**config.mk**
```make
export PLATFORM = sky130hd
export DESIGN_NAME = serial_logic_unit_32
export DESIGN_NICKNAME = d
export VERILOG_FILES = /design/src/rtl/serial_logic_unit_32.sv
export SDC_FILE = /design/constraint.sdc
export NUM_CORES = 1
export LEC_CHECK = 0
export BUFFER_PORTS_ARGS = -buffer_cell sky130_fd_sc_hd__buf_2
export CORE_MARGIN = 3
export CORE_UTILIZATION = 35
export CTS_CLUSTER_SIZE = 16
export DETAILED_ROUTE_END_ITERATION = 10
export PLACE_DENSITY_LB_ADDON = 0.25
export SLEW_MARGIN = 20
export SYNTH_ARGS = -nofsm -noshare
export SYNTH_HDL_FRONTEND = slang
export SYNTH_SLANG_ARGS = --single-unit
```
**constraint.sdc**
```tcl
create_clock -name CLK -period 4.05 [get_ports CLK]
set_input_delay 0.81 -clock CLK [delete_from_list [all_inputs] [get_ports CLK]]
set_output_delay 0.81 -clock CLK [all_outputs]
set_load 0.05 [all_outputs]
```
**src/rtl/serial_logic_unit_32.sv**
```systemverilog
// rtl/serial_logic_unit_32.sv - bit-serial 32-bit logic unit (AND/OR/NOR/NOT/BUF)
//
// Purpose:
//   Low-area logic path beside the ALU. A, B and OPR are latched on a START
//   handshake. The unit then evaluates DIGIT result bits per clock and
//   returns a registered WIDTH-bit result together with DONE and ZERO flags.
//   The FSM walks IDLE -> RUN (N = WIDTH/DIGIT cycles) -> FIN -> IDLE.
//   Y, ZERO, ERR and DONE are all registered on the edge that leaves FIN.
//
// Ports:
//   CLK    in   clock, rising edge
//   RST    in   synchronous active-high reset, has priority over everything
//   START  in   request, sampled only while READY
//   OPR    in   [2:0] 000 AND, 001 OR, 010 NOR, 011 NOT A, 100 BUF A, others illegal
//   A, B   in   [WIDTH-1:0] operands, captured with START (B unused by NOT/BUF)
//   READY  out  high in IDLE
//   BUSY   out  high in RUN
//   DONE   out  one-cycle pulse in the cycle that Y was just updated
//   Y      out  [WIDTH-1:0] result register, held until the next completion
//   ZERO   out  registered (Y == 0)
//   ERR    out  registered, set when the completed operation had an illegal opcode

module serial_logic_unit_32 #(
  parameter int WIDTH = 32,
  parameter int DIGIT = 1
) (
  input  logic             CLK,
  input  logic             RST,
  input  logic             START,
  input  logic [2:0]       OPR,
  input  logic [WIDTH-1:0] A,
  input  logic [WIDTH-1:0] B,
  output logic             READY,
  output logic             BUSY,
  output logic             DONE,
  output logic [WIDTH-1:0] Y,
  output logic             ZERO,
  output logic             ERR
);

  localparam int N  = WIDTH / DIGIT;
  localparam int CW = (N > 1) ? $clog2(N) : 1;
  localparam logic [CW-1:0] LAST = CW'(N - 1);

  typedef enum logic [1:0] {
    IDLE = 2'b00,
    RUN  = 2'b01,
    FIN  = 2'b10
  } state_t;

  state_t state_q;
  state_t state_d;

  logic [WIDTH-1:0] a_sh;
  logic [WIDTH-1:0] b_sh;
  logic [2:0]       op_r;
  logic [WIDTH-1:0] acc;
  logic [WIDTH-1:0] acc_next;
  logic [CW-1:0]    cnt;
  logic [DIGIT-1:0] res_digit;
  logic             illegal;

  // Opcodes 101..111 are illegal.
  assign illegal = op_r[2] & (op_r[1] | op_r[0]);

  // Per-digit operation on the LSBs of the shifting operand copies.
  // Illegal opcodes yield zero digits, so the result ends up all zeros.
  always_comb begin
    res_digit = '0;
    case (op_r)
      3'b000:  res_digit = a_sh[DIGIT-1:0] & b_sh[DIGIT-1:0];
      3'b001:  res_digit = a_sh[DIGIT-1:0] | b_sh[DIGIT-1:0];
      3'b010:  res_digit = ~(a_sh[DIGIT-1:0] | b_sh[DIGIT-1:0]);
      3'b011:  res_digit = ~a_sh[DIGIT-1:0];
      3'b100:  res_digit = a_sh[DIGIT-1:0];
      default: res_digit = '0;
    endcase
  end

  // The new digit enters at the MSB end. After N shifts the first digit
  // has reached bit 0, which puts every result bit in its own position.
  // The shift form also stays legal when DIGIT == WIDTH.
  assign acc_next = (acc >> DIGIT) | (WIDTH'(res_digit) << (WIDTH - DIGIT));

  // State register
  always_ff @(posedge CLK) begin
    if (RST) begin
      state_q <= IDLE;
    end else begin
      state_q <= state_d;
    end
  end

  // Next-state logic and status decode. Outputs come only from registered
  // state, so there is no combinational path from START.
  always_comb begin
    state_d = state_q;
    READY   = 1'b0;
    BUSY    = 1'b0;
    case (state_q)
      IDLE: begin
        READY = 1'b1;
        if (START) begin
          state_d = RUN;
        end
      end
      RUN: begin
        BUSY = 1'b1;
        if (cnt == LAST) begin
          state_d = FIN;
        end
      end
      FIN: begin
        state_d = IDLE;
      end
      default: begin
        state_d = IDLE;
      end
    endcase
  end

  // Datapath: capture, serial evaluation and result registers
  always_ff @(posedge CLK) begin
    if (RST) begin
      a_sh <= '0;
      b_sh <= '0;
      op_r <= '0;
      acc  <= '0;
      cnt  <= '0;
      Y    <= '0;
      ZERO <= 1'b1;
      ERR  <= 1'b0;
      DONE <= 1'b0;
    end else begin
      DONE <= 1'b0;
      case (state_q)
        IDLE: begin
          if (START) begin
            a_sh <= A;
            b_sh <= B;
            op_r <= OPR;
            acc  <= '0;
            cnt  <= '0;
          end
        end
        RUN: begin
          acc  <= acc_next;
          a_sh <= a_sh >> DIGIT;
          b_sh <= b_sh >> DIGIT;
          cnt  <= cnt + CW'(1);
        end
        FIN: begin
          // The outputs load on the edge that leaves FIN. DONE is therefore
          // high in the same cycle that the new Y becomes visible.
          Y    <= acc;
          ZERO <= (acc == '0);
          ERR  <= illegal;
          DONE <= 1'b1;
        end
        default: begin
          DONE <= 1'b0;
        end
      endcase
    end
  end

endmodule

```
======== Yosys cells after proc, flatten, opt, wreduce, memory -nomap -nowiden ========
Cells that the tools add are included.
cells by class
  $add $sub $neg .......................... 1
  multiplexer cells ....................... 15
  reduce and logical (&&, ||, !) cells .... 7
  bitwise logic cells ..................... 7
  equal/unequal tests ..................... 9
operators by type and width
  cell                                                             number
  32-bit one-hot mux with 2 select lines                           3
  32-bit two-way mux                                               3
  32-bit zero test                                                 1
  31-bit by 32-bit bitwise OR with 32-bit output                   1
  5-bit one-hot mux with 2 select lines                            1
  3-bit by 2-bit == test with 1-bit output, second input constant  2
  2-bit AND reduction                                              3
  5-bit by 1-bit adder with 5-bit output, second input constant    1
  5-bit == test, second input constant                             1
  5-bit two-way mux                                                1
  1-bit one-hot mux with 5 select lines                            1
  2-bit two-way mux                                                2
  2-bit inequality test, second input constant                     2
  2-bit one-hot mux with 2 select lines                            1
  3-bit by 1-bit == test with 1-bit output, second input constant  1
  3-bit == test, second input constant                             1
  3-bit zero test                                                  1
  1-bit two-way mux                                                3
  1-bit AND                                                        2
  2-bit by 1-bit == test with 1-bit output, second input constant  1
  2-bit == test, second input constant                             1
  2-bit zero test                                                  1
  1-bit NOT                                                        2
  1-bit bitwise OR                                                 2
  2-bit nonzero test                                               1
word-level totals
  register bits after elaboration ......... 141
  word-level logic and storage cells ...... 49
  input bits .............................. 70
  output and inout port bits .............. 37

======== Logic depth before layout (Yosys ltp) ========
Gate-level depths: netlist (run 1).
  word-level depth ........................ 5
  depth in mapped cells ................... 6
  depth with buffers taken out ............ 6

======== Worst setup path before layout (run 1) ========
Ideal clock, no wire load.
  path kind ............................... input -> register
  start point ............................. in RST
  end point ............................... reg acc[23]
  buffers on the path ..................... 3
  slack ................................... 2.223 ns
  data arrival time ....................... 1.681 ns
  library setup time ...................... 0.146 ns
  required time ........................... 3.904 ns
  cell stages on the path ................. 4
  cell sequence ........................... buf_2 -> clkbuf_1 -> clkbuf_1 -> a21oi_1
RTL lines
  element               RTL line  text
  from (decl)           28        input logic RST,
  to (signal assigned)  147       acc <= acc_next;
  to (decl)             57        logic [WIDTH-1:0] acc;
No word-level cell between the ends.

======== Final worst setup path (run 1) ========
  start point ............................. reg state_q[0]
  end point ............................... out BUSY
between the ends
  word-level cells in the longest chain between the ends .. 2
ends and longest elaborated chain
  element                                   RTL line  text
  from (decl)                               51        state_t state_q;
  from (signal assigned)                    90        state_q <= state_d;
  2-bit by 1-bit == test with 1-bit output  100       case (state_q)
  1-bit two-way mux                         100
  to (decl)                                 34        output logic BUSY,
Every way passes these cells.

==> parameters.txt, run 1 <==
Parameter                              Value

Floorplanning
  Initial core utilization ... 0.363
  Core outline area ... 15,400 um^2
  Top-Level Pins ... 107
  Vertical extent of the die ... 133 um
  DIE AREA ... roughly 18,000 um^2
  Number of rows created at floorplan ... 45
  Die width ... 133 um

Worst setup path
  Setup crit end kind ... output pin
  Critical path class ... flop to output pin
  Critical path's slowest cell ... inv_2
  List of cells traversed by the critical path ... nand2b_4, inv_2, buf_2
  Maximum single-stage delay on the critical path ... 550 ps
  Worst Setup Start Kind ... flop
  Arrival time of the worst setup path ... 1980 ps
  Required time of the worst setup path ... 3240 ps
  Worst-path fanout max ... 42

Synthesis
  Post-synthesis average cell area ... 7.93 um^2
  Count of cell types in the netlist ... 31
  Combinational family with the most area after synthesis ... simple AND/OR/NAND/NOR gates
  Instance count of the mapped netlist ... 706
  Area fraction of the dominant cell type after synthesis ... 0.504
  Number of synthesized register bits ... ~140
  Compound-cell area share of the yosys netlist ... 0.0972
  Cell types with the largest area share after synthesis ... dfxtp_1, nor2_1, nand2_1
  Post-synthesis share of cell area spent on full adders, half adders and majority gates ... 0.00447
  Portion of netlist area occupied by mux cells ... 0.00201
  Leading area contributor after synthesis ... dfxtp_1
  Sequential element share of the synthesized area ... 0.504
  Number of nets produced by synthesis ... 778
  Post-synthesis xor/xnor area fraction ... 0
  Simple-gate share of the synthesized area ... 0.334
  Count of warnings emitted by yosys ... 0
  Total standard cell area after synthesis ... ~5600 um^2

Pwr
  Maximum vdd ir drop ... 0.279 mV
  Cell internal power dissipation ... 2580 uW
  Power per unit of standard cell area ... 496 nW/um^2
  Part of the total power dissipated in sequential elements ... 0.444
  Clock power share ... 0.473
  Switch share ... 0.232
  Net Sw Power ... around 780 uW
  Power share of the combinational group ... 0.083
  Leakage Power ... approximately 0.0027 uW

Clock tree
  Clk Latency, worst-skew pair ... just over 400 ps
  CTS Hold Buffers Added ... 0
  TritonCTS clock tree ... yes
  Level count of the clock H-tree ... 4
  Root buf cell ... clkbuf_16
  Clock net sink count ... roughly 140
  Maximum count of clock buffers along a single path ... 2
  Register clock-pin slew on the reported worst setup and hold paths ... 60 ps
  Number of clock buffers inserted by TritonCTS ... 17
  Post-CTS setup buffers ... 0
  Cells resized by post-CTS repair ... 0

STA
  Transition time at the pin with the least slew margin ... 1120 ps
  Hold Slack ... about 450 ps
  Fin crit share ... 0.690
  Worst Setup Slack, final ... 1260 ps
  Final Max Tran Viols ... 0
  Highest achievable clock rate ... 358 MHz
  Final setup viols ... 0
  Setup repair after global routing missed its margin ... false
  Minimum period implied by the final worst setup slack ... 2790 ps
  Relative slew margins ... 0.251
  Total negative slack for setup checks ... 0 ps
  Post-route clock skew ... 6.06 ps
  Number of hold-slack violations in the final timing report ... 0

Detailed routing
  1st-pass router iterations ... 4
  DRC viols ... 0
  Vias ... 4,861
  Avg Vias per Cell ... 4.85
  Routed len/inst ... 13.3 um
  DRC violation total after the first TritonRoute iteration ... 340
  Post-detailed-routing wire length ... 13,300 um
  Number of nets with antenna violations after detailed routing ... 0

Place
  Detail Placement HPWL ... 7920 um
  RePlAce Congestion ... roughly 0.73
  Placement Cell Area ... 6170 um^2
  Number of buffers added on ports ... ~110
  Post-Place Worst Slack ... 1600 ps

Cells and area
  Total Nets Final ... approximately 850
  Most common cell after layout, fill and taps aside ... nor2_1
  Layout cells sized above 1 ... 0.227
  Total non-filler cell area in the finished layout ... slightly below 7000 um^2
  Antenna cell count ... 0
  Most used cells in the layout excluding fill and tap cells ... nor2_1, dfxtp_1, nand2_1, buf_2, nor4_1
  Layout overhead on the synthesized area ... 21.0%

Global route
  Vias in the first global route ... between 4k and 5k
  Largest net degree at the start of global routing ... 142
  Antenna violations before repair ... 0
  First-pass GRT wire length ... 21,900 um
  Global-route total usage across every layer ... 0.150
  Total overflow reported by the global router ... 0

Min path
  Class of the most critical hold timing path ... flop to flop

Status
  Outcome ... completed

Run
  Number of max-capacitance violations reported ... 0
-- power by group through the flow --
stage                     Combinational (uW)  Sequential [uW]  Clock, uW
after floorplan                          215             1510          0
after global placement                   280             1520          0
after detailed placement                 280             1520          0
after CTS                                282             1490       1630
after global routing                     315             1500       1690
final                                    278             1490       1590
-- cell type report --
type	count	area (um^2)
timing repair buffer	113	611
sequential	141	2820
inverter	2	7.51
fill	1596	8650
clock inverter	7	110
multi-input combinational	505	2470
clock buffer	24	492
tap	211	264
-- critical path: cells and delay by family, from the launching register on --
family	cells	cell delay [ps]
AND/OR/NAND/NOR	1	80
buffers and inverters	2	940
flip-flops	1	530
-- worst paths after layout --
path | start | end | slack, ps | depth (start not counted)
setup / recovery | state_q[0] | BUSY | 1260 | 3
hold / removal | Y[13] | Y[13] | 450 | 2
setup reg to reg | state_q[1] | a_sh[22] | 1910 | 4
hold reg to reg | Y[13] | Y[13] | 450 | 2
-- through the flow --
step | std cells | utilization | total power, uW
2_1_floorplan | 706 | - | 1730
3_3_place_gp | 972 | 0.400 | 1800
3_5_place_dp | 972 | 0.400 | 1800
4_1_cts | 1003 | 0.439 | 3400
5_1_grt | 1003 | 0.439 | 3500
6_report | 1003 | 0.439 | 3360
-- synthesized netlist by cell type (all sizes together) --
| cell type | n |
|---|---|
| a21o | 1 |
| a21oi | 80 |
| a221o | 1 |
| a22oi | 4 |
| a311oi | 1 |
| and3 | 1 |
| buf | 41 |
| clkbuf | 17 |
| dfxtp | 141 |
| ha | 2 |
| inv | 2 |
| mux2 | 1 |
| nand2 | 112 |
| nand2b | 2 |
| nand3 | 36 |
| nand4 | 3 |
| nor2 | 186 |
| nor2b | 1 |
| nor3b | 3 |
| nor4 | 66 |
| o21ai | 2 |
| o21ba | 1 |
| o31ai | 1 |
| or3b | 1 |
-- registers in the layout, summed over array words and instances (netlist names) --
register	cells
Y	32
a_sh	32
acc	32
b_sh	32
cnt	5
op_r	3
state_q	2
DONE	1
ERR	1
ZERO	1
-- routing by layer --
layer	track usage	up-vias	routed length (um)
met5	0	-	0
met4	0.0525	0	79
met3	0.0426	6	507
met2	0.235	86	6080
met1	0.200	2249	6640
li1	-	2520	-
-- logic make-up after synthesis --
family                     Yosys count
AOI/OAI and AO/OA                   91
muxes                                1
DFF                                141
and+or+nand+nor                    411
buffers and inverters               60
adders and majority gates            2
Power figures use the tool's default switching activity.
==> run 2, diff against run 1 <==
clock period = 2.57 ns   (was 4.05 ns; I/O delays follow)
==> parameters.txt, run 2 (synthesis gave the netlist of run 1 again) <==
Parameter                              Value

Status
  Outcome ... completed

STA
  Minimum period implied by the final worst setup slack ... a little over 2000 ps
  Final Max Tran Viols ... 0 (unchanged)
  Highest achievable clock rate ... between 400 and 500 MHz
  Post-route clock skew ... 6.26 ps (+0.203 ps)
  Final setup viols ... 0 (unchanged)
  Relative slew margins ... 0.595 (+0.344)
  Setup repair after global routing missed its margin ... false
  Fin crit share ... 0.794
  Number of hold-slack violations in the final timing report ... 0 (unchanged)
  Transition time at the pin with the least slew margin ... 608 ps (-516 ps)
  Worst Setup Slack, final ... 529 ps (-728 ps)
  Total negative slack for setup checks ... 0 ps (unchanged)

Place
  Number of buffers added on ports ... 106 (unchanged)
  RePlAce Congestion ... 0.722 (-0.70%)
  Detail Placement HPWL ... 8330 um (+5.2%)
  Post-Place Worst Slack ... 753 ps (-847 ps)

Worst setup path
  Setup crit end kind ... output pin
  Maximum single-stage delay on the critical path ... 490 ps (-60 ps)
  Worst-path fanout max ... 13 (-69%)
  Worst R2R Setup Slack ... 900 ps (-1010 ps)
  List of cells traversed by the critical path ... nand2b_4, inv_2, buf_2
  Reg2reg end ... a_sh[16]
  CP bufs+invs ... 2 (unchanged)
  Critical path origin ... state_q[0]
  Worst Setup Start Kind ... flop
  Arrival time of the worst setup path ... 1530 ps (-450 ps)
  Critical path class ... flop to output pin
  Family with the most delay on the worst path ... buffers and inverters
  Critical path's slowest cell ... dfxtp_1
  Origin of the critical flop-to-flop path ... state_q[0]
  Worst reg-to-reg path cell count ... 4 (unchanged)
  Required time of the worst setup path ... 2060 ps (-1180 ps)

Global route
  Global-route total usage across every layer ... 0.156 (+0.00564)
  Antenna violations before repair ... 0 (unchanged)
  Total overflow reported by the global router ... 0 (unchanged)
  Vias in the first global route ... 4,646 (+3.3%)
  Largest net degree at the start of global routing ... 59 (-58%)
  First-pass GRT wire length ... 22,800 um (+3.9%)

Min path
  Number of cells on the worst hold path ... 3 (+1)
  Class of the most critical hold timing path ... input port to flop
  Terminating pin of the worst hold path ... op_r[1]
  Critical hold path startpoint ... OPR[1]

Detailed routing
  1st-pass router iterations ... 4 (unchanged)
  Avg Vias per Cell ... 4.82 (-0.64%)
  Post-detailed-routing wire length ... 13,500 um (+1.1%)
  Number of nets with antenna violations after detailed routing ... 0 (unchanged)
  DRC violation total after the first TritonRoute iteration ... 296 (-13%)
  Vias ... 4,859 (-0.041%)
  Routed len/inst ... 13.3 um (+0.53%)
  DRC viols ... 0 (unchanged)

Floorplanning
  Initial core utilization ... 0.363 (unchanged)
  Number of rows created at floorplan ... 45 (unchanged)
  DIE AREA ... 17,600 um^2 (unchanged)
  Top-Level Pins ... 107 (unchanged)
  Core outline area ... 15,400 um^2 (unchanged)
  Vertical extent of the die ... 133 um (unchanged)
  Die width ... 133 um (unchanged)

Cells and area
  Area occupied by registers ... 2820 um^2 (unchanged)
  Layout cells sized above 1 ... 0.231 (+0.00330)
  Most used cells in the layout excluding fill and tap cells ... nor2_1, dfxtp_1, nand2_1, buf_2, nor4_1
  Most common cell after layout, fill and taps aside ... nor2_1
  Total Nets Final ... 857 (+0.59%)
  Footprint of the multi-input gates ... 2460 um^2 (-0.20%)
  Fill cell instance count of the final layout ... 1,603 (+0.44%)
  Post-layout utilization of the core ... 0.443 (+0.00333)
  Antenna cell count ... 0 (unchanged)
  Layout overhead on the synthesized area ... 21.9%

Clock tree
  CTS Hold Buffers Added ... 0 (unchanged)
  Clk Latency, worst-skew pair ... 420 ps (about the same)
  Clock net sink count ... 141 (unchanged)
  Maximum count of clock buffers along a single path ... 2 (unchanged)
  Root buf cell ... clkbuf_16
  Cells resized by post-CTS repair ... 0 (unchanged)
  Level count of the clock H-tree ... 4 (unchanged)
  Post-CTS setup buffers ... 0 (unchanged)
  Register clock-pin slew on the reported worst setup and hold paths ... 60 ps (about the same)
  TritonCTS clock tree ... yes
  Number of clock buffers inserted by TritonCTS ... 17 (unchanged)

Pwr
  Leakage Power ... 0.00276 uW (+1.1%)
  Power per unit of standard cell area ... 775 nW/um^2 (+56%)
  Maximum vdd ir drop ... 0.488 mV (+75%)

Run
  Number of max-capacitance violations reported ... 0 (unchanged)
==> run 2: changes by cell type in the layout (fill, tap and decap cells not counted), sizes merged <==
cell	change
buf	+5
clkbuf	+1
==> run 2: worst max path at each step <==
stage | to | slack, ps | cells after the start
final | BUSY | 530 | 3
after global routing | BUSY | 440 | 3
after CTS | BUSY | 500 | 3
after detailed placement | acc[4] | 750 | 5
after global placement | acc[12] | 760 | 5
after floorplan | acc[23] | 1040 | 4
==> run 2: layout make-up <==
class / instances / share of cell area
clock buffers: 25 / 0.0711
clock inverters: 7 / 0.0161
inverters: 2 / 0.00110
multi-input cells: 505 / 0.361
flip-flops and latches: 141 / 0.413
well taps: 211 / 0.0387
repair buffers: 118 / 0.0986
==> run 2: where the power goes <==
part,internal (uW),leakage [uW],switching (uW)
registers,2290,0.00115,60.1
logic,165,0.00132,284
clock network,1600,0.000295,889
total,4060,0.00276,1230
==> run 2: layer usage <==
metal | vias to the layer above | GRT usage | share of wire
met3 | 16 | 0.0494 | 0.045
met2 | 89 | 0.238 | 0.45
met5 | - | 0 | 0
li1 | 2528 | - | -
met4 | 0 | 0.0502 | 0.012
met1 | 2226 | 0.211 | 0.49
==> run 2: tightest hold or removal path: stages <==
cell,delay (ps)
buf_2,100
nand2_1,50
a21oi_1,50
==> run 2: through the flow <==
step	power, uW	hold WS, ps	std cells	area, um^2
final	5290	352	1009	6830
after global routing	5520	356	1009	6830
after detailed placement	2850	446	977	6230
after floorplan	2720	437	706	5600
after global placement	2850	443	977	6230
after CTS	5360	327	1009	6830
==> run 3, diff against run 2 <==
clock period = 1.8 ns   (was 2.57 ns; I/O delays follow)
==> parameters.txt, run 3 (synthesis gave the netlist of run 1 again) <==
Parameter                              Value

STA
  Fin crit share ... 0.939
  Worst Setup Slack, final ... 109 ps (-420 ps)
  Minimum period implied by the final worst setup slack ... around 1700 ps
  Highest achievable clock rate ... 591 MHz
  Final Max Tran Viols ... 0 (unchanged)
  Relative slew margins ... 0.642 (+0.0472)
  Total negative slack for setup checks ... 0 ps (unchanged)
  Transition time at the pin with the least slew margin ... 537 ps (-70.8 ps)
  Setup repair after global routing missed its margin ... false
  Final setup viols ... 0 (unchanged)
  Number of hold-slack violations in the final timing report ... 0 (unchanged)
  Hold Slack ... 186 ps (-166 ps)
  Post-route clock skew ... 7.56 ps (+1.30 ps)

Clock tree
  Root buf cell ... clkbuf_16
  Register clock-pin slew on the reported worst setup and hold paths ... 60 ps (about the same)
  Post-CTS setup buffers ... 0 (unchanged)
  Clk Latency, worst-skew pair ... 410 ps (about the same)
  Clock net sink count ... 141 (unchanged)
  Number of clock buffers inserted by TritonCTS ... 17 (unchanged)
  Maximum count of clock buffers along a single path ... 2 (unchanged)
  TritonCTS clock tree ... yes
  Level count of the clock H-tree ... 4 (unchanged)

Detailed routing
  Post-detailed-routing wire length ... 13,600 um (+1.1%)
  Avg Vias per Cell ... 4.79 (-0.51%)
  DRC viols ... 0 (unchanged)
  DRC violation total after the first TritonRoute iteration ... 259 (-13%)
  Routed len/inst ... 13.4 um (+0.43%)
  Vias ... 4,868 (+0.19%)
  Number of nets with antenna violations after detailed routing ... 0 (unchanged)
  1st-pass router iterations ... 4 (unchanged)

Pwr
  Leakage Power ... 0.00284 uW (+2.7%)
  Clock power share ... 0.479 (+0.009)
  Power per unit of standard cell area ... 1110 nW/um^2 (+43%)
  Net Sw Power ... 1770 uW (+44%)
  Maximum vdd ir drop ... 0.704 mV (+44%)
  Power share of the combinational group ... 0.087 (+0.002)
  Switch share ... 0.229 (-0.00423)
  Cell internal power dissipation ... 5970 uW (+47%)
  Part of the total power dissipated in sequential elements ... 0.434 (-0.011)

Cells and area
  Total non-filler cell area in the finished layout ... 6970 um^2 (+2.1%)
  Antenna cell count ... 0 (unchanged)
  Most used cells in the layout excluding fill and tap cells ... nor2_1, dfxtp_1, nand2_1, buf_2, nor4_1
  Most common cell after layout, fill and taps aside ... nor2_1
  Total Nets Final ... 864 (+0.82%)
  Layout cells sized above 1 ... 0.242 (+0.0117)
  Layout overhead on the synthesized area ... 24.5%

Floorplanning
  DIE AREA ... 17,600 um^2 (unchanged)
  Core outline area ... 15,400 um^2 (unchanged)
  Die width ... 133 um (unchanged)
  Number of rows created at floorplan ... 45 (unchanged)
  Vertical extent of the die ... 133 um (unchanged)
  Initial core utilization ... 0.363 (unchanged)
  Top-Level Pins ... 107 (unchanged)

Global route
  Vias in the first global route ... 4,584 (-1.3%)
  Largest net degree at the start of global routing ... 52 (-12%)
  Global-route total usage across every layer ... 0.157 (+0.00115)
  First-pass GRT wire length ... 22,900 um (+0.54%)
  Antenna violations before repair ... 0 (unchanged)
  Total overflow reported by the global router ... 0 (unchanged)

Worst setup path
  Arrival time of the worst setup path ... 1330 ps (-200 ps)
  Critical path class ... flop to output pin
  Required time of the worst setup path ... 1440 ps (-620 ps)
  Setup crit end kind ... output pin
  Worst Setup Start Kind ... flop
  Worst-path fanout max ... 9 (-4)

Place
  Detail Placement HPWL ... 8550 um (+2.7%)
  RePlAce Congestion ... 0.741 (+2.6%)
  Placement Cell Area ... 6330 um^2 (+1.6%)
  Post-Place Worst Slack ... 275 ps (-478 ps)
  Number of buffers added on ports ... 106 (unchanged)

Status
  Outcome ... completed

Run
  Number of max-capacitance violations reported ... 0 (unchanged)

Min path
  Class of the most critical hold timing path ... input port to flop
run 3: metal layers:
metal	GRT usage	routed length (um)	vias up
met1	0.220	6910	2237
met4	0.0364	119	0
met2	0.235	5980	85
li1	-	-	2539
met3	0.0517	596	7
met5	0	0	-
run 3: final timing paths:
check                                 from      end  slack, ps  cells past startpoint
worst max-delay path            state_q[1]     BUSY        110                      3
worst min-delay path                OPR[1]  op_r[1]        190                      3
worst max register to register  state_q[0]  acc[20]        390                      4
worst min register to register        Y[9]     Y[9]        450                      2
run 3: timing repair:
action | CTS | global route
hold buffers | 0 | 0
gates resized for setup | 2 | 1
pin swaps | 0 | 0
endpoints found under the setup margin | 1 | 1
run 3: cell type report:
class                      instances  area, um^2
tap                              211         264
sequential                       141        2830
fill                            1591        8450
multi-input combinational        505        2460
timing repair buffer             125         778
clock inverter                     5         100
inverter                           2        7.51
clock buffer                      27         533
run 3: power groups by stage:
stage / Combinational, uW / Sequential [uW] / Clock (uW)
2_1_floorplan: 484 / 3400 / 0
3_3_place_gp: 679 / 3430 / 0
3_5_place_dp: 678 / 3420 / 0
4_1_cts: 680 / 3360 / 3790
5_1_grt: 765 / 3380 / 3930
6_report: 673 / 3360 / 3710
run 3: per-stage QoR:
step	utilization	total power, uW	std cells
2_1_floorplan	-	3890	706
3_3_place_gp	0.411	4110	984
3_5_place_dp	0.411	4100	984
4_1_cts	0.452	7830	1016
5_1_grt	0.452	8070	1016
6_report	0.452	7750	1016
run 3: critical path, stage by stage, from the launching register on:
cell,delay [ps]
dfxtp_2,350
nand2b_4,180
inv_2,160
buf_4,240
